<file path="src/rtl/core_sequencer_if.sv">
// Memory read bus between the sequencer (master) and instruction memory (slave).
// bus_ack is a one-cycle pulse; bus_datain is valid only while bus_ack is high.
interface core_sequencer_if;
  logic        bus_req;
  logic [15:0] bus_addr;
  logic [15:0] bus_datain;
  logic        bus_ack;

  modport master (
    output bus_req,
    output bus_addr,
    input  bus_datain,
    input  bus_ack
  );

  modport slave (
    input  bus_req,
    input  bus_addr,
    output bus_datain,
    output bus_ack
  );
endinterface

</file>
<file path="src/rtl/core_sequencer.sv">
// Multi-cycle fetch/execute controller for the core register file.
// Register map: r0..r10 general purpose, r11 PC, r12..r14 constants, r15 bus latch.
// Instruction word: [15:12] opcode, [11:8] dst, [7:4] src, [3:0] unused.
// All outputs are combinational from state, IR and inputs; rst forces them idle.
module core_sequencer #(
  parameter int unsigned TIMEOUT = 255
) (
  input  logic                     clk,
  input  logic                     rst,
  core_sequencer_if.master         bus,
  input  logic [15:0]              pc_in,
  input  logic [15:0]              rf_data_read,
  output logic [3:0]               rf_addr_read,
  output logic [3:0]               rf_addr_write,
  output logic [15:0]              rf_data_write,
  output logic                     rf_write_enable,
  output logic                     rf_bus_fromin,
  output logic                     rf_pc_inc,
  output logic                     halted,
  output logic                     fault,
  output logic                     illegal,
  output logic [15:0]              retired
);

  typedef enum logic [2:0] {
    StFetch,
    StExec,
    StFetchImm,
    StWriteImm,
    StHalt,
    StFault
  } state_e;

  localparam logic [3:0] OpNop  = 4'h0;
  localparam logic [3:0] OpMov  = 4'h1;
  localparam logic [3:0] OpInc  = 4'h2;
  localparam logic [3:0] OpLdi  = 4'h3;
  localparam logic [3:0] OpHalt = 4'hF;

  localparam logic [3:0] RegBusLatch = 4'd15;

  // Last request cycle without ack that is still tolerated; the next one is the fault.
  localparam logic [15:0] TmoLast = 16'(TIMEOUT - 1);

  state_e      state_q, state_d;
  logic [15:0] ir_q, ir_d;
  logic [15:0] tmo_q, tmo_d;
  logic [15:0] retired_q, retired_d;

  logic [3:0] op;
  logic [3:0] dst;
  logic [3:0] src;
  logic       unused_ir;

  assign op        = ir_q[15:12];
  assign dst       = ir_q[11:8];
  assign src       = ir_q[7:4];
  assign unused_ir = ^ir_q[3:0];

  // State, instruction register, bus-timeout counter and retire counter.
  always_ff @(posedge clk) begin
    if (rst) begin
      state_q   <= StFetch;
      ir_q      <= '0;
      tmo_q     <= '0;
      retired_q <= '0;
    end else begin
      state_q   <= state_d;
      ir_q      <= ir_d;
      tmo_q     <= tmo_d;
      retired_q <= retired_d;
    end
  end

  // Next-state decode and register-file / bus control generation.
  always_comb begin
    state_d         = state_q;
    ir_d            = ir_q;
    tmo_d           = tmo_q;
    retired_d       = retired_q;
    bus.bus_req     = 1'b0;
    bus.bus_addr    = pc_in;
    rf_addr_read    = '0;
    rf_addr_write   = '0;
    rf_data_write   = '0;
    rf_write_enable = 1'b0;
    rf_bus_fromin   = 1'b0;
    rf_pc_inc       = 1'b0;
    illegal         = 1'b0;

    unique case (state_q)
      StFetch, StFetchImm: begin
        bus.bus_req = 1'b1;
        if (bus.bus_ack) begin
          // The fetched word always lands in the bus latch; PC steps past it.
          rf_bus_fromin = 1'b1;
          rf_pc_inc     = 1'b1;
          tmo_d         = '0;
          if (state_q == StFetch) begin
            ir_d    = bus.bus_datain;
            state_d = StExec;
          end else begin
            state_d = StWriteImm;
          end
        end else if (tmo_q == TmoLast) begin
          tmo_d   = '0;
          state_d = StFault;
        end else begin
          tmo_d = tmo_q + 16'd1;
        end
      end

      StExec: begin
        rf_addr_read = src;
        state_d      = StFetch;
        retired_d    = retired_q + 16'd1;
        case (op)
          OpNop: ;
          OpMov: begin
            rf_addr_write   = dst;
            rf_data_write   = rf_data_read;
            rf_write_enable = 1'b1;
          end
          OpInc: begin
            rf_addr_write   = dst;
            rf_data_write   = rf_data_read + 16'd1;
            rf_write_enable = 1'b1;
          end
          OpLdi: begin
            // Retires only once the immediate has been written.
            retired_d = retired_q;
            state_d   = StFetchImm;
          end
          OpHalt: state_d = StHalt;
          default: illegal = 1'b1;
        endcase
      end

      StWriteImm: begin
        rf_addr_read    = RegBusLatch;
        rf_addr_write   = dst;
        rf_data_write   = rf_data_read;
        rf_write_enable = 1'b1;
        retired_d       = retired_q + 16'd1;
        state_d         = StFetch;
      end

      StHalt, StFault: ;

      default: state_d = StFetch;
    endcase

    // Reset abandons the instruction and drops any request in the same cycle.
    if (rst) begin
      bus.bus_req     = 1'b0;
      rf_addr_read    = '0;
      rf_addr_write   = '0;
      rf_data_write   = '0;
      rf_write_enable = 1'b0;
      rf_bus_fromin   = 1'b0;
      rf_pc_inc       = 1'b0;
      illegal         = 1'b0;
    end
  end

  // Status outputs, forced idle while rst is held.
  always_comb begin
    halted  = (state_q == StHalt) && !rst;
    fault   = (state_q == StFault) && !rst;
    retired = rst ? 16'd0 : retired_q;
  end

  // A PC write and a PC increment in the same cycle would race inside the register file.
  always_ff @(posedge clk) begin
    if (!rst) begin
      assert (!(rf_pc_inc && rf_write_enable));
    end
  end

endmodule

</file>
<file path="src/flat_wrapper.sv">
// flat-port wrapper written by rule: the top's interface ports become plain ports
module core_sequencer_flat 
#(
  parameter int unsigned TIMEOUT = 255
)
  (clk, rst, pc_in, rf_data_read, rf_addr_read, rf_addr_write, rf_data_write, rf_write_enable, rf_bus_fromin, rf_pc_inc, halted, fault, illegal, retired, bus_bus_req, bus_bus_addr, bus_bus_datain, bus_bus_ack);
  core_sequencer_if bus_i ();
  input  logic clk;
  input  logic rst;
  input  logic [15:0] pc_in;
  input  logic [15:0] rf_data_read;
  output logic [3:0] rf_addr_read;
  output logic [3:0] rf_addr_write;
  output logic [15:0] rf_data_write;
  output logic rf_write_enable;
  output logic rf_bus_fromin;
  output logic rf_pc_inc;
  output logic halted;
  output logic fault;
  output logic illegal;
  output logic [15:0] retired;
  output wire logic [$bits(bus_i.bus_req)-1:0] bus_bus_req;
  output wire logic [$bits(bus_i.bus_addr)-1:0] bus_bus_addr;
  input wire logic [$bits(bus_i.bus_datain)-1:0] bus_bus_datain;
  input wire logic [$bits(bus_i.bus_ack)-1:0] bus_bus_ack;
  assign bus_bus_req = bus_i.bus_req;
  assign bus_bus_addr = bus_i.bus_addr;
  assign bus_i.bus_datain = bus_bus_datain;
  assign bus_i.bus_ack = bus_bus_ack;
  core_sequencer #(.TIMEOUT(TIMEOUT)) u_core (.clk(clk), .rst(rst), .bus(bus_i), .pc_in(pc_in), .rf_data_read(rf_data_read), .rf_addr_read(rf_addr_read), .rf_addr_write(rf_addr_write), .rf_data_write(rf_data_write), .rf_write_enable(rf_write_enable), .rf_bus_fromin(rf_bus_fromin), .rf_pc_inc(rf_pc_inc), .halted(halted), .fault(fault), .illegal(illegal), .retired(retired));
endmodule
</file>
<file path="config.mk">
export PLATFORM = sky130hd
export DESIGN_NAME = core_sequencer_flat
export DESIGN_NICKNAME = d
export VERILOG_FILES = /design/src/rtl/core_sequencer_if.sv /design/src/rtl/core_sequencer.sv /design/src/flat_wrapper.sv
export SDC_FILE = /design/constraint.sdc
export NUM_CORES = 1
export LEC_CHECK = 0
export BUFFER_PORTS_ARGS = -buffer_cell sky130_fd_sc_hd__buf_2
export CAP_MARGIN = 40
export CORE_MARGIN = 10
export CORE_UTILIZATION = 47
export CTS_BUF_LIST = sky130_fd_sc_hd__clkbuf_8
export DETAILED_ROUTE_END_ITERATION = 10
export PLACE_DENSITY = 0.76
export SYNTH_ARGS = -nofsm -noshare
export SYNTH_HDL_FRONTEND = slang
export SYNTH_SLANG_ARGS = --single-unit
</file>
<file path="constraint.sdc">
create_clock -name clk -period 2.02 [get_ports clk]
set_clock_uncertainty 0.1 [all_clocks]
set_input_delay 0.202 -clock clk [delete_from_list [all_inputs] [get_ports clk]]
set_output_delay 0.202 -clock clk [all_outputs]
set_load 0.02 [all_outputs]
</file>
==> results of run 1 <==
-- repair_timing --
item                                    4_1_cts  5_1_grt
endpoints found under the setup margin       21       26
gates resized for setup                      59       30
pin swaps                                    18       20
setup buffers                                12        1
cloned                                        0        0
hold buffers                                  0        0
-- power groups by stage --
stage / registers [mW] / logic [mW] / clock network, mW
after detailed placement: 1.02 / 0.484 / 0
after global routing: 1.00 / 0.653 / 0.668
final: 1.00 / 0.599 / 0.622
after global placement: 1.01 / 0.470 / 0
after CTS: 0.997 / 0.551 / 0.630
after floorplan: 1.02 / 0.344 / 0
-- worst max-delay path by stage --
stage / from / endpoint / slack, ns / cells past startpoint
final: u_core.ir_q[12] / rf_data_write[14] / -0.44 / 9
after global routing: u_core.ir_q[12] / rf_data_write[14] / -0.47 / 9
after CTS: u_core.ir_q[12] / rf_data_write[14] / -0.25 / 7
after detailed placement: u_core.ir_q[15] / rf_data_write[11] / -0.05 / 6
after global placement: u_core.ir_q[15] / rf_data_write[11] / -0.02 / 6
after floorplan: u_core.ir_q[15] / rf_data_write[6] / -0.04 / 4
-- layout make-up --
| class | instances | area, um2 | share of cell area |
|---|---|---|---|
| Inverter | 12 | 45.0 | 0.0105 |
| Clock inverter | 2 | 16.3 | 0.00379 |
| Multi-Input combinational cell | 326 | 2200 | 0.513 |
| Antenna cell | 1 | 2.50 | 0.000583 |
| Timing Repair Buffer | 128 | 903 | 0.211 |
| Tap cell | 77 | 96.3 | 0.0225 |
| Sequential cell | 47 | 943 | 0.220 |
| Clock buffer | 6 | 82.6 | 0.0193 |
-- synth_stat cells, drive strengths merged (4+ instances only) --
library cell / n
nor2: 43
xor2: 5
nor3: 9
nand2: 48
nand3: 20
nand3b: 5
nor4b: 5
o21ai: 21
a21oi: 27
nor4: 5
o211ai: 9
mux2: 6
ha: 4
inv: 12
and3: 10
a31oi: 18
a22oi: 4
nor2b: 16
and2: 7
dfxtp: 47
and4: 5
nand4: 14
buf: 24
clkbuf: 22
or4: 7
-- worst register-to-register path, delay by kind of cell (launching register included) --
kind	cells	cell delay, ns
AO/OA/AOI/OAI	1	0.35
buffers and inverters	2	0.26
flip-flops	1	0.34
multiplexers	1	0.31
AND/OR/NAND/NOR	2	0.47
-- through the flow --
step | setup TNS (ns) | hold slack, ns | worst slack [ns]
after floorplan | -0.0405 | 0.238 | -0.0405
final | -5.37 | 0.0242 | -0.444
after global routing | -6.55 | 0.0339 | -0.472
after global placement | -0.0522 | 0.304 | -0.0230
after CTS | -3.00 | 0.0133 | -0.248
after detailed placement | -0.158 | 0.304 | -0.0453
-- routing by layer --
layer	GRT usage	up-vias	share of wire	wire (um)
li1	-	1727	-	-
met1	0.228	1709	0.40	4200
met2	0.319	175	0.49	5140
met3	0.0506	52	0.080	845
met4	0.0651	0	0.036	385
met5	0	-	0	0
-- registers in the layout, summed over array words and instances (netlist names) --
signal            cells
u_core.retired_q     16
u_core.ir_q          12
u_core.tmo_q         16
u_core.state_q        3
-- cells by family (layout without fill, tap and decap cells) --
kind of cell	Yosys count	in the layout	share of synthesized area
AOI/OAI and AO/OA	100	100	0.197
adders and majority gates	4	4	0.0158
and+or+nand+nor	207	207	0.353
xor gates and xnor gates	8	8	0.0221
DFF	47	47	0.297
muxes	7	7	0.0245
other	0	1	0
buffers and inverters	58	148	0.0912
==> impl_results.md, run 1 <==
- Status: complete, but fails checks
- Failing checks: negative setup slack
- Max Cap Viol: 0
- Total Power: 2.22 mW
- Mean Syn Cell Area: 7.36 um2
- R2R Setup Slk: 0.09 ns
- Max incr delay on CP: 0.35 ns
- Reg-to-reg startpoint: u_core.ir_q[15]
- Final period util: 1.22
- Global-route wire length before repair: 16700 um
- Top_reg_cell synth: dfxtp_1
- Die width: 102 um
- CTS Root Cell: clkbuf_8
- Power share of the sequential group: 0.450
- # placed instances: 577
- I/O pin total: 114
- Async SR Flop Fraction: 0
- Drt via density: 6.12
- Dpl cell area: 3750 um2
- Initial Utilization: 0.491
- Initial antenna violation count: 0
- Most common cell on crit path: buf_4
- Critical path required time: 1.72 ns
- Syn_nets: 486
- Largest net degree at the start of global routing: 44
- Slew headroom: 0.585
- Critical path's top delay family: buffers and inverters
- CP endpoint kind: output port
- EDFF count, synth: 0
- Nets: 575
- WL per Instance: 17.6 um
- Synthesized flop and latch total: 47
- Total power density per cell area: 518 nW/um2
- FF-to-FF End: u_core.retired_q[15]
- DP Wirelength: 6760 um
- Critical path class: reg -> out
- Leakage: 1.73 nW
- Row count: 29
- Vias: 3663
- Final hold viol count: 0
- Achievable Freq: 406 MHz
- Commonest non-fill, non-tap cell in the layout: buf_2
- Layout Utilization: 0.664
- GRT Resource Usage Total: 0.189
- CP max stage cell: a311o_1
- R2R cell count: 6
- Hold EP: u_core.ir_q[11]
- CP Buf/Inv Count: 5
- Type of the worst min-delay path: in -> reg
- Power Internal: 1.49 mW
- Die footprint: 10400 um2
- Share of cells above drive strength 1: 0.355
- Post-route DRC: 0
- Yosys cell types: 57
- Worst skew pair latency: 0.31 ns
- Area Overhead vs Synth: 35.3%
- Vias in the first global route: 3565
- HP Start: bus_bus_datain[11]
- Remaining global-route overflow: 0
- Initial DRC Count: 193
- Worst-path clk slew: 0.09 ns
- Clock share of power: 0.280
- CTS sink cnt: 47
- Post-Syn Area: 3170 um2
- CP startpoint kind: flip-flop
- Post-DRT Antenna Nets: 0
- Max-slew violation count: 0
- Non-filler cells, final: 599
- CTS Buffer Depth: 2
- RePlAce Congestion: 0.896
- Num CTS Buffers: 5
- Worst setup margin: -0.444 ns
- Design area: 4290 um2
- CTS HTree Levels: 2
- Tightest Pin Transition: 0.618 ns
- First-pass iteration count of the detailed router: 5
- Mapped Cells: 431
- Port buffer count: 77
- Crit-path max FO: 3
- Hold Path Stages: 3
- Final min period: 2.46 ns
- Final setup viols: 22
- Overall routed net length: 10600 um
- Die H: 102 um
- Placeable Area: 6460 um2
- Cell accounting for the most synthesized area: dfxtp_1
- RSZ-0062 raised after global routing: true
- # fillers: 525
- Most frequent cells in the layout: 56 x buf_2, 50 x buf_4, 48 x nand2_1
- Combinational share of power: 0.270
- Crit-path cells: buf_6 > buf_4 > nor4b_4 > buf_4 > buf_4 > nor2_1 > a2111oi_4 > a311o_1 > buf_6
- Top cell type's share of synthesized area: 0.297
- Peak VDD IR: 478 uV
- CTS tree: done
- Synth Warn #: 0
- Sequential cell area fraction in the yosys report: 0.297
- Net switching share of the total power: 0.327
- Synth top area cells: dfxtp_1 30%, nand2_1 5.7%, nor2_1 5.1%, a21oi_1 4.3%, buf_4 4.3%
- P_sw: 0.726 mW
- Critical Path AT: 2.16 ns
Power figures use the tool's default switching activity.
==> run 2, diff against run 1 <==
- CELL_PAD_IN_SITES_DETAIL_PLACEMENT: not set -> 1
- CELL_PAD_IN_SITES_GLOBAL_PLACEMENT: not set -> 1
- CORE_UTILIZATION: 47 -> 36
- PLACE_DENSITY: 0.76 -> not set
- PLACE_DENSITY_LB_ADDON: not set -> 0.1
==> run 2 against run 1 <==
  * The run still ends with negative setup slack left
  * Combinational power grew 6.0%
  * Sequential power barely moved
  * Utilization down 16 points
  * First-iteration DRC count unchanged
  * Global-route usage is 1.9 points lower
  * Routed wire length grew 9.0%
  * Via count is 2.6% lower
  * Critical path depth decreased by 2
  * Die area up 24%
  * Highest routed layer unchanged
==> impl_results.md, run 2 (synthesis gave the netlist of run 1 again) <==
- Status: complete, but fails checks
- Failing checks: negative setup slack
- Max Cap Viol: 0
- Cts hold-fix bufs: 0
- Crit-path max FO: 6
- First-pass iteration count of the detailed router: 4
- # fillers: 1073
- Storage cell area: 946 um2
- Initial antenna violation count: 0
- Worst setup margin: -0.354 ns
- Num CTS Buffers: 5
- Tightest Pin Transition: 0.632 ns
- Die H: 114 um
- CTS HTree Levels: 2
- Final hold viol count: 0
- Hold Path Stages: 3
- Worst skew pair latency: 0.31 ns
- Commonest non-fill, non-tap cell in the layout: buf_2
- Layout Utilization: 0.508
- Remaining global-route overflow: 0
- Vias in the first global route: 3776
- Vias: 3566
- CP endpoint kind: output port
- Crit-path cells: buf_6 > nor4b_4 > buf_4 > nand2_2 > or4_4 > nand3_2 > buf_6
- Net switching share of the total power: 0.346
- RSZ-0062 raised after global routing: true
- Placeable Area: 8640 um2
- Area Overhead vs Synth: 38.3%
- Final period util: 1.18
- Power Internal: 1.49 mW
- Achievable Freq: 421 MHz
- Initial DRC Count: 193
- RePlAce Congestion: 0.830
- P_sw: 0.791 mW
- Multi-input logic area: 2220 um2
- Most common cell on crit path: buf_6
- Final setup viols: 22
- Die footprint: 13000 um2
- Max-slew violation count: 0
- Combinational share of power: 0.278
- Share of cells above drive strength 1: 0.372
- Most frequent cells in the layout: 55 x buf_2, 52 x buf_4, 47 x nand2_1
- Place WS: -0.0928 ns
- Port buffer count: 77
- Critical path required time: 1.72 ns
- I/O pin total: 114
- CTS tree: done
- GRT Resource Usage Total: 0.170
- Drt via density: 5.64
- Leakage: 1.76 nW
- Post-DRT Antenna Nets: 0
- WL per Instance: 18.2 um
- Total power density per cell area: 521 nW/um2
- Design area: 4380 um2
- Overall routed net length: 11500 um
- Dpl cell area: 3820 um2
- DP Wirelength: 8130 um
- Critical Path AT: 2.07 ns
- Largest registers: u_core.retired_q (16), u_core.tmo_q (16), u_core.ir_q (12)
- Initial Utilization: 0.367
- R2R cell count: 6
- Peak VDD IR: 326 uV
- Slew headroom: 0.575
- Largest net degree at the start of global routing: 29
- CTS Buffer Depth: 2
- Power share of the sequential group: 0.439
- Post-route DRC: 0
- Max incr delay on CP: 0.48 ns
- Antenna Cells: 0
- CP max stage cell: or4_4
- Global-route wire length before repair: 18900 um
- Die width: 114 um
- CTS sink cnt: 47
- Worst-path clk slew: 0.10 ns
- Nets: 578
- Critical path class: reg -> out
- Row count: 34
- Type of the worst min-delay path: in -> reg
- Clock share of power: 0.283
- CTS Root Cell: clkbuf_8
- CP startpoint kind: flip-flop
- Total Power: 2.28 mW
- Final min period: 2.37 ns
==> run 2: what timing repair did <==
action | CTS | global route
buffers inserted | 8 | 5
endpoints found under the setup margin | 23 | 39
cloned | 1 | 0
gates resized for setup | 81 | 18
pin swaps | 31 | 13
==> run 2: final timing paths <==
kind,start,to,slack (ns)
max,u_core.ir_q[15],rf_data_write[13],-0.35
min reg2reg,u_core.ir_q[8],u_core.ir_q[8],0.37
max reg2reg,u_core.ir_q[12],u_core.retired_q[15],0.08
min,bus_bus_datain[11],u_core.ir_q[11],0.02
==> run 2: power by group through the flow <==
| stage | registers [mW] | logic [mW] | clock network, mW |
|---|---|---|---|
| 2_1_floorplan | 1.02 | 0.344 | 0 |
| 6_report | 1.00 | 0.635 | 0.647 |
| 3_3_place_gp | 1.01 | 0.499 | 0 |
| 5_1_grt | 1.01 | 0.694 | 0.711 |
| 3_5_place_dp | 1.02 | 0.513 | 0 |
| 4_1_cts | 1.00 | 0.593 | 0.668 |
==> run 2: final cells by class <==
class,instances,area share
multi-input combinational,326,0.506
sequential,47,0.216
timing repair buffer,131,0.215
tap,108,0.0308
clock buffer,5,0.0157
inverter,12,0.0103
clock inverter,3,0.00628
==> run 2: per-layer routing <==
layer,global-route usage,up-vias,part of all wire
met5,0,-,0
met4,0.0409,0,0.012
met3,0.0478,19,0.065
met2,0.290,111,0.49
met1,0.207,1701,0.43
li1,-,1735,-
==> run 2: through the flow <==
| step | std cells | TNS, ns | hold slack (ns) |
|---|---|---|---|
| 2_1_floorplan | 431 | -0.0405 | 0.238 |
| 3_3_place_gp | 611 | -0.0617 | 0.304 |
| 3_5_place_dp | 611 | -0.470 | 0.304 |
| 4_1_cts | 628 | -3.69 | 0.0140 |
| 5_1_grt | 632 | -6.53 | 0.0222 |
| 6_report | 632 | -4.97 | 0.0168 |
==> run 2: critical path: cells and delay by family, from the launching register on <==
kind                   cells  cell delay, ns
DFF                        1            0.35
and+or+nand+nor            4            0.98
buffers and inverters      3            0.44
==> run 3, diff against run 2 <==
==> constraint.sdc (replaced) <==
create_clock -name clk -period 2.02 [get_ports clk]
set_clock_uncertainty 0.1 [all_clocks]
set_input_delay 0.101 -clock clk [delete_from_list [all_inputs] [get_ports clk]]
set_output_delay 0.101 -clock clk [all_outputs]
set_load 0.02 [all_outputs]
==> run 3 against run 2 <==
  * Cell count up 1.7%
  * Hold slack better by 0.062 ns
  * The flow still finishes with violations (negative setup slack)
  * Critical path type unchanged
  * Sequential power hardly changed
==> impl_results.md, run 3 (synthesis gave the netlist of run 1 again) <==
- Worst-path clk slew: 0.11 ns
- Leakage: 1.81 nW
- Start point of the critical path: u_core.ir_q[12]
- Status: complete, but fails checks
- Largest registers: u_core.retired_q (16), u_core.tmo_q (16), u_core.ir_q (12)
- Max Cap Viol: 0
- Row count: 34
- Achievable Freq: 438 MHz
- Initial antenna violation count: 0
- CTS Buffer Depth: 2
- Die H: 114 um
- Post-route DRC: 0
- Port buffer count: 77
- Layout Utilization: 0.524
- RePlAce Congestion: 0.831
- CTS HTree Levels: 2
- Peak VDD IR: 255 uV
- Reg-to-reg startpoint: u_core.ir_q[15]
- Final period util: 1.13
- # placed instances: 616
- DP Wirelength: 7740 um
- R2R Setup Slk: 0.08 ns
- Failing checks: negative setup slack
- Max-slew violation count: 0
- CP endpoint kind: output port
- First-pass iteration count of the detailed router: 4
- Global-route wire length before repair: 17900 um
- CTS tree: done
- WL per Instance: 17.5 um
- CTS Root Cell: clkbuf_8
- Slew headroom: 0.553
- Worst skew pair latency: 0.33 ns
- Antenna Cells: 0
- Die width: 114 um
- Share of cells above drive strength 1: 0.368
- Num CTS Buffers: 5
- Type of the worst min-delay path: in -> reg
- Remaining global-route overflow: 0
- CTS sink cnt: 47
- Initial DRC Count: 198
- Crit-path max FO: 3
- HP Start: bus_bus_ack
- Critical Path AT: 2.08 ns
- RSZ-0062 raised after global routing: true
- Overall routed net length: 11300 um
- GRT Resource Usage Total: 0.162
- Final min period: 2.28 ns
- Final hold viol count: 0
- Placeable Area: 8640 um2
- Most frequent cells in the layout: 57 x buf_2, 47 x buf_4, 46 x nand2_1
- Worst setup margin: -0.261 ns
- Min Hold Slack: 0.0787 ns
- Vias in the first global route: 3646
- Drt via density: 5.59
- Area Overhead vs Synth: 42.7%
- Largest net degree at the start of global routing: 57
- Vias: 3596
- Nets: 589
- Tightest Pin Transition: 0.667 ns
- Post-DRT Antenna Nets: 0
- Non-filler cells, final: 643
- I/O pin total: 114
- CP startpoint kind: flip-flop
- Die footprint: 13000 um2
- Final setup viols: 21
- Critical path required time: 1.82 ns
- Critical path class: reg -> out
- Sum Neg Setup Slack: -2.65 ns
- Commonest non-fill, non-tap cell in the layout: buf_2
- Total power density per cell area: 517 nW/um2
- Initial Utilization: 0.367
## run 3: cell count changes in the layout (fill, tap and decap cells not counted), moves of 2 or more
cell,change
dlygate4sd3_1,+12
o21ai_1,+2
nor2_2,+2
buf_4,-5
nor3_1,+2
buf_8,+2
o21ai_0,-2
buf_2,+2
dfxtp_1,-2
nor3_2,-3
## run 3: worst max-delay path: stages (launching register included)
cell	delay, ns
dfxtp_2	0.37
buf_6	0.11
buf_6	0.08
nor4b_4	0.29
buf_4	0.21
nor2_1	0.07
a2111oi_4	0.27
a311o_1	0.20
buf_6	0.13
## run 3: area by class of cell
cell class,instances,area [um2]
multi-input cells,326,2220
fillers,1077,4110
inverters,12,45.0
clock buffers,5,68.8
well taps,108,135
flip-flops and latches,47,951
clock inverters,3,27.5
repair buffers,142,1080
## run 3: layer usage
layer / global-route usage / up-vias / share of wire
li1: - / 1760 / -
met2: 0.275 / 75 / 0.50
met3: 0.0436 / 15 / 0.055
met5: 0 / - / 0
met1: 0.199 / 1746 / 0.43
met4: 0.0393 / 0 / 0.016
## run 3: path summary, 6_finish.rpt
kind,to,cells after the start
hold / removal,u_core.tmo_q[4],3
setup reg to reg,u_core.retired_q[15],6
hold reg to reg,u_core.ir_q[10],2
setup / recovery,rf_data_write[14],8
## run 3: report_power, final
group          internal, mW  total [mW]  switching, mW
registers             0.969        1.01         0.0383
clock network         0.258       0.672          0.414
logic                 0.297       0.659          0.362
total                  1.52        2.34          0.814
## run 3: what timing repair did
action                                 CTS  global route
resized for setup                       60            56
setup endpoints to repair               22            33
endpoints found under the hold margin   12             0
hold buffers                            12             0
pin swaps                               15            18
setup buffers                            5             2
## run 3: metrics by stage
step	setup WS, ns	total power [mW]	area (um2)
2_1_floorplan	0.0326	1.35	3170
3_3_place_gp	0.0513	1.53	3830
3_5_place_dp	-0.00874	1.54	3830
4_1_cts	-0.139	2.28	4300
5_1_grt	-0.335	2.46	4520
6_report	-0.261	2.34	4520
